===== src/rtl/bundle_fetch_queue.sv =====
// VLIW fetch front end: credit-limited bundle requests, PC-tagged in-order responses, issue FIFO, redirect flush.
// Optional BUNDLE_FETCH_QUEUE_BYPASS_EN forwards a response straight to issue when the FIFO is empty.
module bundle_fetch_queue #(
   parameter int unsigned NUM_SLOTS = 4,
   parameter int unsigned DEPTH     = 4,
   parameter logic [31:0] RESET_PC  = 32'h0
) (
   input  logic                         i_clk,
   input  logic                         i_rst,            // active-low, asynchronous
   output logic                         o_req_valid,
   input  logic                         i_req_ready,
   output logic [31:0]                  o_req_pc,
   input  logic                         i_rsp_valid,
   input  logic [32*NUM_SLOTS-1:0]      i_rsp_bundle,
   output logic                         o_issue_valid,
   input  logic                         i_issue_ready,
   output logic [32*NUM_SLOTS-1:0]      o_issue_bundle,
   output logic [31:0]                  o_issue_pc,
   input  logic                         i_redirect_valid,
   input  logic [31:0]                  i_redirect_pc,
   output logic                         o_squash,
   output logic [$clog2(DEPTH+1)-1:0]   o_occupancy
);
   localparam int unsigned BW    = 32*NUM_SLOTS;
   localparam int unsigned CW    = $clog2(DEPTH+1);
   localparam int unsigned PW    = $clog2(DEPTH);
   localparam int unsigned ALIGN = $clog2(4*NUM_SLOTS);
   localparam logic [31:0] STRIDE     = 32'(4*NUM_SLOTS);
   localparam logic [31:0] ALIGN_MASK = ~((32'd1 << ALIGN) - 32'd1);
   localparam logic [CW:0] DEPTH_C    = (CW+1)'(DEPTH);

   logic [31:0]    r_req_pc;
   logic [CW-1:0]  r_outstanding;
   logic [CW-1:0]  r_drop_cnt;
   logic [CW-1:0]  r_occupancy;
   logic           r_squash;
   logic [PW-1:0]  r_wr_ptr;
   logic [PW-1:0]  r_rd_ptr;
   logic [PW-1:0]  r_tag_wr;
   logic [PW-1:0]  r_tag_rd;
   logic [BW-1:0]  r_bundle_mem [DEPTH];
   logic [31:0]    r_pc_mem     [DEPTH];
   logic [31:0]    r_tag_mem    [DEPTH];

   logic           w_req_fire;
   logic           w_rsp_keep;
   logic           w_fifo_empty;
   logic           w_bypass;
   logic           w_push;
   logic           w_pop;
   logic [31:0]    w_rsp_pc;
   logic [CW-1:0]  w_outstanding_next;

   // Credit covers both buffered and in-flight bundles so every response has a slot.
   assign o_req_valid  = (({1'b0, r_occupancy} + {1'b0, r_outstanding}) < DEPTH_C) && !i_redirect_valid;
   assign w_req_fire   = o_req_valid && i_req_ready;
   assign w_fifo_empty = (r_occupancy == '0);
   assign w_rsp_pc     = r_tag_mem[r_tag_rd];
   assign w_rsp_keep   = i_rsp_valid && (r_drop_cnt == '0) && !i_redirect_valid;
   assign w_outstanding_next = r_outstanding + CW'(w_req_fire) - CW'(i_rsp_valid);

`ifdef BUNDLE_FETCH_QUEUE_BYPASS_EN
   assign w_bypass = w_fifo_empty && w_rsp_keep;
`else
   assign w_bypass = 1'b0;
`endif

   assign o_issue_valid = (!w_fifo_empty || w_bypass) && !i_redirect_valid;
   assign w_pop         = o_issue_valid && i_issue_ready && !w_fifo_empty;
   assign w_push        = w_rsp_keep && !(w_bypass && i_issue_ready);

   always_comb begin
      o_issue_bundle = '0;
      o_issue_pc     = '0;
      if (!w_fifo_empty) begin
         o_issue_bundle = r_bundle_mem[r_rd_ptr];
         o_issue_pc     = r_pc_mem[r_rd_ptr];
      end
`ifdef BUNDLE_FETCH_QUEUE_BYPASS_EN
      else if (w_bypass) begin
         o_issue_bundle = i_rsp_bundle;
         o_issue_pc     = w_rsp_pc;
      end
`endif
   end

   always_ff @(posedge i_clk or negedge i_rst) begin
      if (!i_rst) begin
         r_req_pc      <= RESET_PC;
         r_outstanding <= '0;
         r_drop_cnt    <= '0;
         r_occupancy   <= '0;
         r_squash      <= 1'b0;
         r_wr_ptr      <= '0;
         r_rd_ptr      <= '0;
         r_tag_wr      <= '0;
         r_tag_rd      <= '0;
      end else begin
         r_outstanding <= w_outstanding_next;
         r_squash      <= i_redirect_valid;
         // The tag FIFO keeps running through a flush so stale responses still retire their tags.
         if (w_req_fire)  r_tag_wr <= r_tag_wr + 1'b1;
         if (i_rsp_valid) r_tag_rd <= r_tag_rd + 1'b1;
         if (i_redirect_valid) begin
            r_req_pc    <= i_redirect_pc & ALIGN_MASK;
            r_drop_cnt  <= w_outstanding_next;
            r_occupancy <= '0;
            r_rd_ptr    <= r_wr_ptr;
         end else begin
            if (w_req_fire) r_req_pc <= r_req_pc + STRIDE;
            if (i_rsp_valid && (r_drop_cnt != '0)) r_drop_cnt <= r_drop_cnt - 1'b1;
            r_occupancy <= r_occupancy + CW'(w_push) - CW'(w_pop);
            if (w_push) r_wr_ptr <= r_wr_ptr + 1'b1;
            if (w_pop)  r_rd_ptr <= r_rd_ptr + 1'b1;
         end
      end
   end

   always_ff @(posedge i_clk) begin
      if (w_push) begin
         r_bundle_mem[r_wr_ptr] <= i_rsp_bundle;
         r_pc_mem[r_wr_ptr]     <= w_rsp_pc;
      end
      if (w_req_fire) r_tag_mem[r_tag_wr] <= r_req_pc;
   end

   assign o_req_pc    = r_req_pc;
   assign o_squash    = r_squash;
   assign o_occupancy = r_occupancy;
endmodule


===== config.mk =====
export PLATFORM = sky130hd
export DESIGN_NAME = bundle_fetch_queue
export DESIGN_NICKNAME = d
export VERILOG_FILES = /design/src/rtl/bundle_fetch_queue.sv
export SDC_FILE = /design/constraint.sdc
export NUM_CORES = 1
export LEC_CHECK = 0
export BUFFER_PORTS_ARGS = -buffer_cell sky130_fd_sc_hd__buf_2
export CAP_MARGIN = 5
export CORE_ASPECT_RATIO = 1.4
export CORE_MARGIN = 1
export CORE_UTILIZATION = 43
export DETAILED_ROUTE_END_ITERATION = 16
export GPL_TIMING_DRIVEN = 0
export RECOVER_POWER = 50
export SYNTH_ARGS = -nofsm -noshare
export SYNTH_HDL_FRONTEND = slang
export SYNTH_SLANG_ARGS = --single-unit
export TNS_END_PERCENT = 100

===== constraint.sdc =====
create_clock -name i_clk -period 5.54 [get_ports i_clk]
set_input_delay 0 -clock i_clk [delete_from_list [all_inputs] [get_ports i_clk]]
set_output_delay 0 -clock i_clk [all_outputs]
set_load 0.03 [all_outputs]

Yosys cells after proc, flatten, opt, wreduce, memory -nomap -nowiden
Memories as Yosys holds them, arrays and structs flattened.
Index checks and enable logic that the tools add are counted.
{"block": "totals", "regBits": 50, "ram_bits": 768, "inputBits": 166, "out_inout_bits": 198, "wordCells": 55, "memories": 3}
{"block": "classes", "n_addsub": 11, "magnitude_cmp": 1, "muxes": 13, "bitwise_logic": 1, "reduce_logical": 17}
{"name": "r_bundle_mem", "words": 4, "word_bits": 128, "read_ports": 1, "rd_ports_with_merged_regs": 0, "write_ports": 1, "line_no": "41", "rtl": "logic [BW-1:0] r_bundle_mem [DEPTH];"}
{"name": "r_pc_mem", "words": 4, "word_bits": 32, "read_ports": 1, "rd_ports_with_merged_regs": 0, "write_ports": 1, "line_no": "42", "rtl": "logic [31:0] r_pc_mem [DEPTH];"}
{"name": "r_tag_mem", "words": 4, "word_bits": 32, "read_ports": 1, "rd_ports_with_merged_regs": 0, "write_ports": 1, "line_no": "43", "rtl": "logic [31:0] r_tag_mem [DEPTH];"}
{"cell": "two-way mux 128 bit", "n": 1}
{"cell": "two-way mux 32 bit", "n": 3}
{"cell": "adder 32 x 5 -> 32 bit, second input constant", "n": 1}
{"cell": "two-way mux 3 bit", "n": 3}
{"cell": "adder 2 x 1 -> 2 bit, second input constant", "n": 4}
{"cell": "logical AND 1 bit", "n": 8}
{"cell": "adder 3 x 1 -> 3 bit", "n": 2}
{"cell": "logical NOT 3 bit", "n": 2}
{"cell": "nonzero test 2 bit", "n": 3}
{"cell": "subtractor 3 x 1 -> 3 bit", "n": 2}
{"cell": "adder 3 x 3 -> 4 bit", "n": 1}
{"cell": "< comparator 4 x 3 -> 1 bit, second input constant", "n": 1}
{"cell": "two-way mux 1 bit", "n": 4}
{"cell": "two-way mux 2 bit", "n": 2}
{"cell": "nonzero test 3 bit", "n": 1}
{"cell": "subtractor 3 x 1 -> 3 bit, second input constant", "n": 1}
{"cell": "logical NOT 1 bit", "n": 2}
{"cell": "AND reduction 2 bit", "n": 1}
{"cell": "NOT 1 bit", "n": 1}

Logic depth before layout (Yosys ltp)
Gate-level depths: netlist of run 1.
{"block": "depth", "word_depth": 7, "depth_mapped": 13, "mapped_depth_nobuf": 12}

Worst setup path before layout of run 1
Ideal clock, no wire load.
{"block": "synth_path", "path_kind": "register to register", "start": "reg r_drop_cnt[0]", "end": "mem r_bundle_mem[2][0] (netlist bit), enable pin", "setup_time_ns": 0.534, "arrival_time_ns": 4.824, "required_ns": 5.006, "path_slack_ns": 0.181, "stages_incl_launch_ff": 6, "n_path_buf": 0, "synth_period_minus_slack_ns": 5.359, "cell_sequence": "dfrtp_1 > inv_1 > ha_1 > nand2b_1 > nor3b_1 > and2_1"}
{"block": "synth_between", "elab_chain_cells": 5}
{"element": "start: declaration", "line_no": "34", "rtl": "logic [CW-1:0] r_drop_cnt;"}
{"element": "start signal: assignment", "line_no": "106", "rtl": "r_drop_cnt <= w_outstanding_next;"}
{"element": "start signal: assignment", "line_no": "111", "rtl": "if (i_rsp_valid && (r_drop_cnt != '0)) r_drop_cnt <= r_drop_cnt - 1'b1;"}
{"element": "logical NOT 3 bit", "line_no": "59", "rtl": "assign w_rsp_keep = i_rsp_valid && (r_drop_cnt == '0) && !i_redirect_valid;"}
{"element": "logical AND 1 bit (2 in series)", "line_no": "59"}
{"element": "two-way mux 1 bit", "line_no": "120", "rtl": "if (w_push) begin"}
{"element": "two-way mux 1 bit (implied by the code)", "line_no": "121", "rtl": "r_bundle_mem[r_wr_ptr] <= i_rsp_bundle;"}
{"element": "end: declaration", "line_no": "41"}
Every way passes these cells.

Final worst setup path of run 1
{"block": "layout_path", "start": "reg r_drop_cnt[0]", "end": "mem r_bundle_mem[1][84] (netlist bit), enable pin"}
Same word-level chain as after synthesis.

==> tab_implementation.tex, run 1 <==
\begin{tabular}{lr}
\hline
Metric & Value \\
\hline
\multicolumn{2}{l}{\textbf{Clocking}} \\
TritonCTS Buffers & 74 \\
Sinks on the clock net & 782 \\
Root buffer cell & sky130\_fd\_sc\_hd\_\_clkbuf\_16 \\
Maximum clock path buffer count & 3 \\
Number of post-CTS setup repair buffers & 0 \\
Htree depth & 3 \\
Post-CTS clock slew at the launch and capture registers of the worst setup and hold paths & roughly 60 ps \\
Clock insertion delay at the later pin of the skew report & around 630 ps \\
CTS tree & yes \\
\multicolumn{2}{l}{\textbf{STA}} \\
\# setup viols final & 0 \\
Final critical-path required period & about 3900 ps \\
Total Neg Setup Slack & 0 ps \\
Minimum hold slack & roughly 120 ps \\
Final cycle utilization of the critical path & $\sim$70\% \\
Least setup slack across all paths after layout & approximately 1700 ps \\
Max\_slew headroom & -80.9\% \\
Fmax & between 200 and 300 MHz \\
RSZ-0062 raised after global routing & no \\
Slew Viols, Final & 259 \\
Max Clock Skew & 21.8 ps \\
Transition time at the pin with the least slew margin & 2710 ps \\
Final Hold Vio Count & 0 \\
\multicolumn{2}{l}{\textbf{Routing}} \\
Post-detailed-route DRC marker count & 0 \\
Final antenna-violating net count & 0 \\
1st-pass router iterations & 5 \\
Detailed-route wire length per cell & about 22 µm \\
Post-Route WL & 66000 µm \\
Number of vias in the routed layout & roughly 16000 \\
Number of design-rule violations left by the first detailed-router iteration & 738 \\
Via-to-Cell Ratio & 5.14 \\
\multicolumn{2}{l}{\textbf{Worst setup path}} \\
Crit path depth & 7 \\
CP Data Arrival Time & between 4000 and 5000 ps \\
Worst reg-to-reg path cell count & 7 \\
Critical Path Fanout Max & 53 \\
Cell class contributing the biggest share of worst-path delay & buffers and inverters \\
Buf/Inv on CP & 3 \\
CP endpoint kind & register \\
Crit Path Class & register to register \\
Cells along the critical path & inv\_1 -> ha\_1 -> nand2b\_1 -> nor3b\_1 -> and2\_0 -> clkbuf\_2 -> buf\_16 \\
Worst setup SP type & register \\
Crit-path slowest cell & sky130\_fd\_sc\_hd\_\_clkbuf\_2 \\
Delay contributed by the slowest stage of the critical path & roughly 1200 ps \\
Critical Path RT & about 5800 ps \\
\multicolumn{2}{l}{\textbf{Global route}} \\
Vias in the first global route & 16607 \\
Largest net degree at the start of global routing & 54 \\
Global-route wire length before repair & slightly below 100000 µm \\
Antenna violations before repair & 6 \\
Total grt overflow & 0 \\
GRT Total Usage & a little under a fifth \\
\multicolumn{2}{l}{\textbf{Yosys}} \\
Number of enable flip-flop cells after synthesis & between 700 and 800 \\
Sequential cell area fraction in the yosys report & about three quarters \\
Cell count after synthesis & between 1000 and 1500 \\
Count of cell types in the netlist & 45 \\
Post-synthesis instance area & 30300 µm² \\
Post-synthesis async set-or-reset flop share & about 5.9\% \\
Ys Warns & 0 \\
Mean area per synthesized cell & approximately 21 µm² \\
Ys flop type & sky130\_fd\_sc\_hd\_\_edfxtp\_1 \\
Yosys reg bits & $\sim$780 \\
\multicolumn{2}{l}{\textbf{Power}} \\
Leakage & 12.6 nW \\
Largest voltage drop on the vdd net & roughly 0.28 mV \\
PD cells & around 480 nW/µm² \\
\multicolumn{2}{l}{\textbf{Place}} \\
Dpl cells & 2736 \\
Port buffer count & roughly 350 \\
Place WS & 2240 ps \\
HPWL after detailed placement & between 40000 and 50000 µm \\
Placer Congestion & 0.820 \\
\multicolumn{2}{l}{\textbf{Final layout}} \\
Filler cells & 5667 \\
Leading cell type in the layout, fill and taps excluded & sky130\_fd\_sc\_hd\_\_edfxtp\_1 \\
Fraction of final layout cells with drive strength greater than 1 & around a quarter \\
Layout-stage area growth over the synthesis result & 22.6\% \\
Cell Count, Final, Fillers Out & just over 3000 \\
Leading cell types in the layout, fill and taps excluded & 736 x sky130\_fd\_sc\_hd\_\_edfxtp\_1, 239 x sky130\_fd\_sc\_hd\_\_clkbuf\_1, 191 x sky130\_fd\_sc\_hd\_\_buf\_2 \\
Final core utilization & between 50\% and 60\% \\
Number of nets in the final layout & roughly 2200 \\
\multicolumn{2}{l}{\textbf{Die}} \\
Site Rows & between 100 and 150 \\
Area of the core & between 60000 and 70000 µm² \\
Die area & 71500 µm² \\
Die Span X & $\sim$230 µm \\
I/O pin cnt & 364 \\
Die Span Y & 316 µm \\
Effective utilization at floorplan & about 44\% \\
\multicolumn{2}{l}{\textbf{Outcome}} \\
Run status & finished with violations \\
Violated checks & capacitance limit, slew limit \\
\multicolumn{2}{l}{\textbf{Job}} \\
Max\_cap viols & 5 \\
\multicolumn{2}{l}{\textbf{Worst hold path}} \\
Type of the worst min-delay path & input port to register \\
Cells on Worst Hold Path & 4 \\
\hline
\end{tabular}
==> worst paths after layout <==
path / start / endpoint / slack (ps)
max in group asynchronous: i_rst / r_rd_ptr[0]$_DFFE_PN0P_ / 3180
min reg2reg: r_outstanding[2]$_DFF_PN0_ / r_outstanding[2]$_DFF_PN0_ / 530
max: r_drop_cnt[0]$_DFFE_PN0P_ / r_bundle_mem[1][84]$_DFFE_PP_ / 1670
min in group asynchronous: i_rst / o_req_pc[11]$_DFFE_PN0N_ / 790
min: i_redirect_pc[15] / o_req_pc[15]$_DFFE_PN0N_ / 120
max reg2reg: r_drop_cnt[0]$_DFFE_PN0P_ / r_bundle_mem[1][84]$_DFFE_PP_ / 1670
==> registers in the layout (all words and copies together), names as in the netlist, 3 cells and up <==
signal and cells:
r_pc_mem 112, r_outstanding 3, r_drop_cnt 3, o_req_pc 28, r_bundle_mem 512, r_tag_mem 112
o_occupancy 3
==> through the flow <==
step | total power, W | area [µm²]
finish | 0.0179 | 37100
CTS | 0.0182 | 37500
global route | 0.0187 | 37100
detailed placement | 0.0133 | 33600
global placement | 0.0132 | 33200
floorplan | 0.0114 | 30300
==> kinds of logic after synthesis <==
kind of cell,count (synthesis),share of synthesized area (%)
mux,185,13.7
other cells,1,0.0124
compound gates,42,0.843
simple gates,280,5.46
fa+ha+maj,19,0.835
flops,782,76.8
buf+inv,96,1.40
xor+xnor,33,0.954
==> routing by layer <==
layer / GRT usage (%) / vias up / share of wire (%)
met5: 0 / - / 0.083
met4: 7.05 / 8 / 2.7
met3: 3.54 / 104 / 5.2
met1: 22.5 / 8083 / 39
li1: - / 6959 / -
met2: 33.1 / 437 / 52
==> timing repair <==
action | in CTS | in global routing
endpoints found under the hold margin | 599 | 0
resized for setup | 0 | 0
setup endpoints to repair | 0 | 0
hold buffers | 161 | 0
==> power breakdown <==
part / leakage [nW] / switching [W] / internal, W
clock: 1.13 / 0.00212 / 0.00277
sequential: 7.20 / 0.000167 / 0.00700
combinational: 4.24 / 0.00363 / 0.00222
==> final cells by class <==
class                           instances  area (µm²)  area share, %
Timing Repair Buffer                  524        3390           9.14
Clock buffer                           97        1980           5.33
Sequential cell                       782       23300           62.6
Inverter                               18        67.6          0.182
Antenna cell                            2        5.00         0.0135
Clock inverter                         36         349          0.940
Multi-Input combinational cell        567        6580           17.7
Tap cell                              928        1160           3.13
Buffer                                 78         347          0.933
==> Yosys cell counts (2+ instances only) <==
master / number / area (µm²)
sky130_fd_sc_hd__a31o_2: 2 / 17.5
sky130_fd_sc_hd__and2_1: 167 / 1040
sky130_fd_sc_hd__and3_1: 5 / 31.3
sky130_fd_sc_hd__and4_1: 3 / 26.3
sky130_fd_sc_hd__buf_1: 13 / 48.8
sky130_fd_sc_hd__buf_2: 19 / 95.1
sky130_fd_sc_hd__buf_4: 9 / 67.6
sky130_fd_sc_hd__clkbuf_1: 36 / 135
sky130_fd_sc_hd__dfrtp_1: 46 / 1150
sky130_fd_sc_hd__edfxtp_1: 736 / 22100
sky130_fd_sc_hd__fa_1: 2 / 40.0
sky130_fd_sc_hd__ha_1: 17 / 213
sky130_fd_sc_hd__inv_1: 18 / 67.6
sky130_fd_sc_hd__mux4_2: 184 / 4140
sky130_fd_sc_hd__nand2_1: 47 / 176
sky130_fd_sc_hd__nand2b_1: 2 / 12.5
sky130_fd_sc_hd__nand3_1: 15 / 75.1
sky130_fd_sc_hd__nand4_1: 8 / 50.1
sky130_fd_sc_hd__nor2_1: 12 / 45.0
sky130_fd_sc_hd__nor3_1: 7 / 35.0
sky130_fd_sc_hd__nor3_2: 2 / 20.0
sky130_fd_sc_hd__nor3b_1: 2 / 15.0
sky130_fd_sc_hd__nor4_1: 3 / 18.8
sky130_fd_sc_hd__nor4_4: 2 / 42.5
sky130_fd_sc_hd__o211ai_1: 2 / 15.0
sky130_fd_sc_hd__o21ai_0: 26 / 130
sky130_fd_sc_hd__o21ai_1: 3 / 15.0
sky130_fd_sc_hd__o311ai_0: 2 / 17.5
sky130_fd_sc_hd__xnor2_1: 22 / 193
sky130_fd_sc_hd__xor2_1: 11 / 96.3
==> worst min-delay path, cell delays in order <==
cell	delay (ps)
sky130_fd_sc_hd__dlygate4sd3_1	510
sky130_fd_sc_hd__buf_2	90
sky130_fd_sc_hd__nand2_1	40
sky130_fd_sc_hd__o21ai_0	50
Note: power is estimated with default switching activity, not from simulation.
==> run 2: changes to the inputs <==
--- a/config.mk
+++ b/config.mk
@@ -5,6 +5,7 @@
 export SDC_FILE = /design/constraint.sdc
 export NUM_CORES = 1
 export LEC_CHECK = 0
+export ABC_AREA = 1
 export BUFFER_PORTS_ARGS = -buffer_cell sky130_fd_sc_hd__buf_2
 export CAP_MARGIN = 5
 export CORE_ASPECT_RATIO = 1.4
==> constraint.sdc (replaced) <==
create_clock -name i_clk -period 3.8 [get_ports i_clk]
set_input_delay 0 -clock i_clk [delete_from_list [all_inputs] [get_ports i_clk]]
set_output_delay 0 -clock i_clk [all_outputs]
set_load 0.03 [all_outputs]
==> run 2 against run 1 <==
The run still ends with capacitance limit, slew limit left. Sequential share of layout area shrank 2.7 points. Final area rose by 4.5%. Core utilization grew 0.45 points. Clock skew barely moved. Hold slack gained 8.3 ps. Clock-buffer cell count fell by 9. Clock power increased by 50%. Critical path depth did not move. Combinational power is 98% higher.
==> tab_implementation.tex, run 2 <==
\begin{tabular}{lr}
\hline
Metric & Value \\
\hline
\multicolumn{2}{l}{\textbf{Outcome}} \\
Run status & finished with violations (unchanged) \\
Violated checks & capacitance limit, slew limit (unchanged) \\
\multicolumn{2}{l}{\textbf{Global route}} \\
Vias in the first global route & 21687 (was 16607) \\
GRT Total Usage & 23.0\% (was 18.7\%) \\
Most used routing layer & met2 (unchanged) \\
Largest net degree at the start of global routing & 47 (was 54) \\
Total grt overflow & 0 (unchanged) \\
Met3 Resource Use GR & 3.14\% (was 3.54\%) \\
Antenna violations before repair & 4 (was 6) \\
Fraction of met1 tracks used by global routing & 27.6\% (was 22.5\%) \\
GRT met2 Usage & 41.7\% (was 33.1\%) \\
Global-route wire length before repair & 128000 µm (was 98500 µm) \\
\multicolumn{2}{l}{\textbf{Yosys}} \\
Post-synthesis async set-or-reset flop share & 5.88\% (unchanged) \\
Cell count after synthesis & 2563 (was 1438) \\
Mean area per synthesized cell & 12.2 µm² (was 21.1 µm²) \\
Count of cell types in the netlist & 35 (was 45) \\
Area share of the largest cell type after synthesis & 70.5\% (was 73.0\%) \\
Number of enable flip-flop cells after synthesis & 736 (unchanged) \\
Ys flop type & sky130\_fd\_sc\_hd\_\_edfxtp\_1 (unchanged) \\
Ys Warns & 0 (unchanged) \\
Most common cell in the synthesized netlist & sky130\_fd\_sc\_hd\_\_edfxtp\_1 (unchanged) \\
Sequential cell area fraction in the yosys report & 74.2\% (was 76.8\%) \\
Yosys reg bits & 782 (unchanged) \\
Post-synthesis instance area & 31400 µm² (was 30300 µm²) \\
Post-synth top area cell & sky130\_fd\_sc\_hd\_\_edfxtp\_1 (unchanged) \\
Largest cells by area after synthesis & sky130\_fd\_sc\_hd\_\_edfxtp\_1 70\%, sky130\_fd\_sc\_hd\_\_nor2\_1 8.7\%, sky130\_fd\_sc\_hd\_\_o21ai\_0 5.8\% (was sky130\_fd\_sc\_hd\_\_edfxtp\_1 73\%, sky130\_fd\_sc\_hd\_\_mux4\_2 14\%, sky130\_fd\_sc\_hd\_\_dfrtp\_1 3.8\%) \\
List of most frequent post-synthesis cells & 736 x sky130\_fd\_sc\_hd\_\_edfxtp\_1, 725 x sky130\_fd\_sc\_hd\_\_nor2\_1, 363 x sky130\_fd\_sc\_hd\_\_o21ai\_0, 157 x sky130\_fd\_sc\_hd\_\_a21oi\_1, 145 x sky130\_fd\_sc\_hd\_\_nand2\_1 (was 736 x sky130\_fd\_sc\_hd\_\_edfxtp\_1, 184 x sky130\_fd\_sc\_hd\_\_mux4\_2, 167 x sky130\_fd\_sc\_hd\_\_and2\_1, 47 x sky130\_fd\_sc\_hd\_\_nand2\_1, 46 x sky130\_fd\_sc\_hd\_\_dfrtp\_1) \\
\multicolumn{2}{l}{\textbf{Final layout}} \\
Leading cell types in the layout, fill and taps excluded & 736 x sky130\_fd\_sc\_hd\_\_edfxtp\_1, 719 x sky130\_fd\_sc\_hd\_\_nor2\_1, 363 x sky130\_fd\_sc\_hd\_\_o21ai\_0 (was 736 x sky130\_fd\_sc\_hd\_\_edfxtp\_1, 239 x sky130\_fd\_sc\_hd\_\_clkbuf\_1, 191 x sky130\_fd\_sc\_hd\_\_buf\_2) \\
Largest registers & r\_bundle\_mem: 512 flops, r\_pc\_mem: 112 flops, r\_tag\_mem: 112 flops (unchanged) \\
Filler cells & 6087 (was 5667) \\
Register bank with the most flops & r\_bundle\_mem (unchanged) \\
Leading cell type in the layout, fill and taps excluded & sky130\_fd\_sc\_hd\_\_edfxtp\_1 (unchanged) \\
Layout-stage area growth over the synthesis result & 23.8\% (was 22.6\%) \\
Largest register FFs & 512 (unchanged) \\
Cell Count, Final, Fillers Out & 4199 (was 3032) \\
Number of nets in the final layout & 3376 (was 2230) \\
Fraction of final layout cells with drive strength greater than 1 & 13.7\% (was 24.1\%) \\
\multicolumn{2}{l}{\textbf{Die}} \\
Area of the core & 71800 µm² (was 69300 µm²) \\
I/O pin cnt & 364 (unchanged) \\
Die area & 74000 µm² (was 71500 µm²) \\
Die Span Y & 321 µm (was 316 µm) \\
Effective utilization at floorplan & 43.6\% (was 43.7\%) \\
Die Span X & 230 µm (was 226 µm) \\
Site Rows & 116 (was 114) \\
\multicolumn{2}{l}{\textbf{Routing}} \\
Detailed-route wire length per cell & 20.4 µm (was 21.8 µm) \\
Final antenna-violating net count & 0 (unchanged) \\
Number of vias in the routed layout & 21757 (was 15591) \\
Number of design-rule violations left by the first detailed-router iteration & 1430 (was 738) \\
1st-pass router iterations & 7 (was 5) \\
Post-Route WL & 85500 µm (was 66000 µm) \\
Via-to-Cell Ratio & 5.18 (was 5.14) \\
Post-detailed-route DRC marker count & 0 (unchanged) \\
\multicolumn{2}{l}{\textbf{Power}} \\
Internal power component & 0.0176 W (was 0.0120 W) \\
Sequential fraction of design power & 36.3\% (was 40.0\%) \\
PD cells & 766 nW/µm² (was 482 nW/µm²) \\
Switching Share & 40.7\% (was 33.1\%) \\
Part of the power in the clock network & 24.7\% (was 27.3\%) \\
Largest voltage drop on the vdd net & 0.340 mV (was 0.276 mV) \\
Leakage & 13.8 nW (was 12.6 nW) \\
Combinational group share of total power & 39.0\% (was 32.7\%) \\
Switching power of the nets & 0.0121 W (was 0.00592 W) \\
\multicolumn{2}{l}{\textbf{Worst setup path}} \\
Crit Path Class & register to output port (was register to register) \\
Worst setup SP type & register (unchanged) \\
CP endpoint kind & output port (was register) \\
CP Data Arrival Time & 3410 ps (was 4150 ps) \\
Critical Path RT & 3800 ps (was 5830 ps) \\
Critical Path Fanout Max & 10 (was 53) \\
\multicolumn{2}{l}{\textbf{STA}} \\
Total Neg Setup Slack & 0 ps (unchanged) \\
Minimum hold slack & 129 ps (was 121 ps) \\
\# setup viols final & 0 (unchanged) \\
Final cycle utilization of the critical path & about nine tenths \\
Slew Viols, Final & 35 (was 259) \\
Transition time at the pin with the least slew margin & 2140 ps (was 2710 ps) \\
Max\_slew headroom & -42.4\% (was -80.9\%) \\
Final critical-path required period & approximately 3400 ps \\
Final Hold Vio Count & 0 (unchanged) \\
Fmax & a little under 300 MHz \\
RSZ-0062 raised after global routing & no (unchanged) \\
Max Clock Skew & 21.3 ps (was 21.8 ps) \\
\multicolumn{2}{l}{\textbf{Worst hold path}} \\
Type of the worst min-delay path & input port to register (unchanged) \\
\multicolumn{2}{l}{\textbf{Clocking}} \\
CTS tree & yes (unchanged) \\
Number of post-CTS setup repair buffers & 0 (unchanged) \\
Post-CTS clock slew at the launch and capture registers of the worst setup and hold paths & 70 ps (was 60 ps) \\
Sinks on the clock net & 782 (unchanged) \\
TritonCTS Buffers & 75 (was 74) \\
Htree depth & 3 (unchanged) \\
Clock insertion delay at the later pin of the skew report & 640 ps (was 630 ps) \\
Maximum clock path buffer count & 3 (unchanged) \\
Root buffer cell & sky130\_fd\_sc\_hd\_\_clkbuf\_16 (unchanged) \\
\multicolumn{2}{l}{\textbf{Place}} \\
HPWL after detailed placement & 57500 µm (was 43000 µm) \\
Placer Congestion & 0.832 (was 0.820) \\
Port buffer count & 351 (unchanged) \\
Dpl cells & 3893 (was 2736) \\
\multicolumn{2}{l}{\textbf{Job}} \\
Max\_cap viols & 1 (was 5) \\
\hline
\end{tabular}
run 2: layout make-up:
class	instances	area [µm²]	area share, %
clock buffers	88	1970	5.07
clock inverters	51	454	1.17
plain buffers	156	779	2.01
repair buffers	544	3810	9.82
diodes	2	5.00	0.0129
inverters	66	250	0.645
flip-flops and latches	782	23300	59.9
well taps	944	1180	3.04
multi-input cells	1566	7110	18.3
run 2: cell families (layout without fill, tap and decap cells):
family / after synthesis / count (layout) / share of synthesized area, %
AND/OR/NAND/NOR: 938 / 938 / 11.7
XOR/XNOR: 13 / 13 / 0.363
flip-flops: 782 / 782 / 74.2
AO/OA/AOI/OAI: 588 / 588 / 9.59
buffers and inverters: 222 / 905 / 3.38
other: 1 / 10 / 0.0120
adder cells (fa/ha/maj): 19 / 19 / 0.806
run 2: timing repair:
| item | CTS | global route |
|---|---|---|
| resized for setup | 0 | 0 |
| hold buffers | 163 | 1 |
| endpoints found under the hold margin | 596 | 12 |
run 2: path summary, 6_finish.rpt:
kind	startpoint	cells after the start	slack [ps]	end
setup / recovery	r_rd_ptr[0]$_DFFE_PN0P_	7	390	o_issue_pc[9]
hold / removal	i_redirect_pc[20]	4	130	o_req_pc[20]$_DFFE_PN0N_
setup reg to reg	r_drop_cnt[0]$_DFFE_PN0P_	8	670	r_bundle_mem[1][66]$_DFFE_PP_
hold reg to reg	r_drop_cnt[2]$_DFFE_PN0P_	2	520	r_drop_cnt[2]$_DFFE_PN0P_
max in group asynchronous	i_rst	4	760	r_wr_ptr[0]$_DFFE_PN0P_
min in group asynchronous	i_rst	3	560	o_req_pc[12]$_DFFE_PN0N_
run 2: power groups by stage:
stage,registers (W),clock network (W),logic [W]
after floorplan,0.0111,0,0.00718
after global placement,0.0110,0,0.0112
after detailed placement,0.0110,0,0.0116
after CTS,0.0108,0.00748,0.0118
after global routing,0.0109,0.00778,0.0126
final,0.0108,0.00734,0.0116
run 2: per-stage QoR:
step	power, W	setup slack [ps]	instance area (µm²)	utilization (%)
2_1_floorplan	0.0183	-1610	31400	-
3_3_place_gp	0.0223	-5250	34300	47.8
3_5_place_dp	0.0225	664	35000	48.7
4_1_cts	0.0300	607	39000	54.3
5_1_grt	0.0312	240	38800	54.0
6_report	0.0297	394	38800	54.0
run 2: per-layer routing:
metal / vias to the layer above / share of wire [%]
met2: 722 / 53
met5: - / 0.039
met4: 4 / 2.9
li1: 10282 / -
met3: 123 / 5.4
met1: 10626 / 39
run 2: critical path, stage by stage (launching register included):
cell	delay, ps
sky130_fd_sc_hd__dfrtp_1	370
sky130_fd_sc_hd__buf_6	160
sky130_fd_sc_hd__clkinvlp_2	310
sky130_fd_sc_hd__clkbuf_1	710
sky130_fd_sc_hd__clkbuf_1	450
sky130_fd_sc_hd__o21ai_0	190
sky130_fd_sc_hd__a21oi_1	320
sky130_fd_sc_hd__buf_2	270
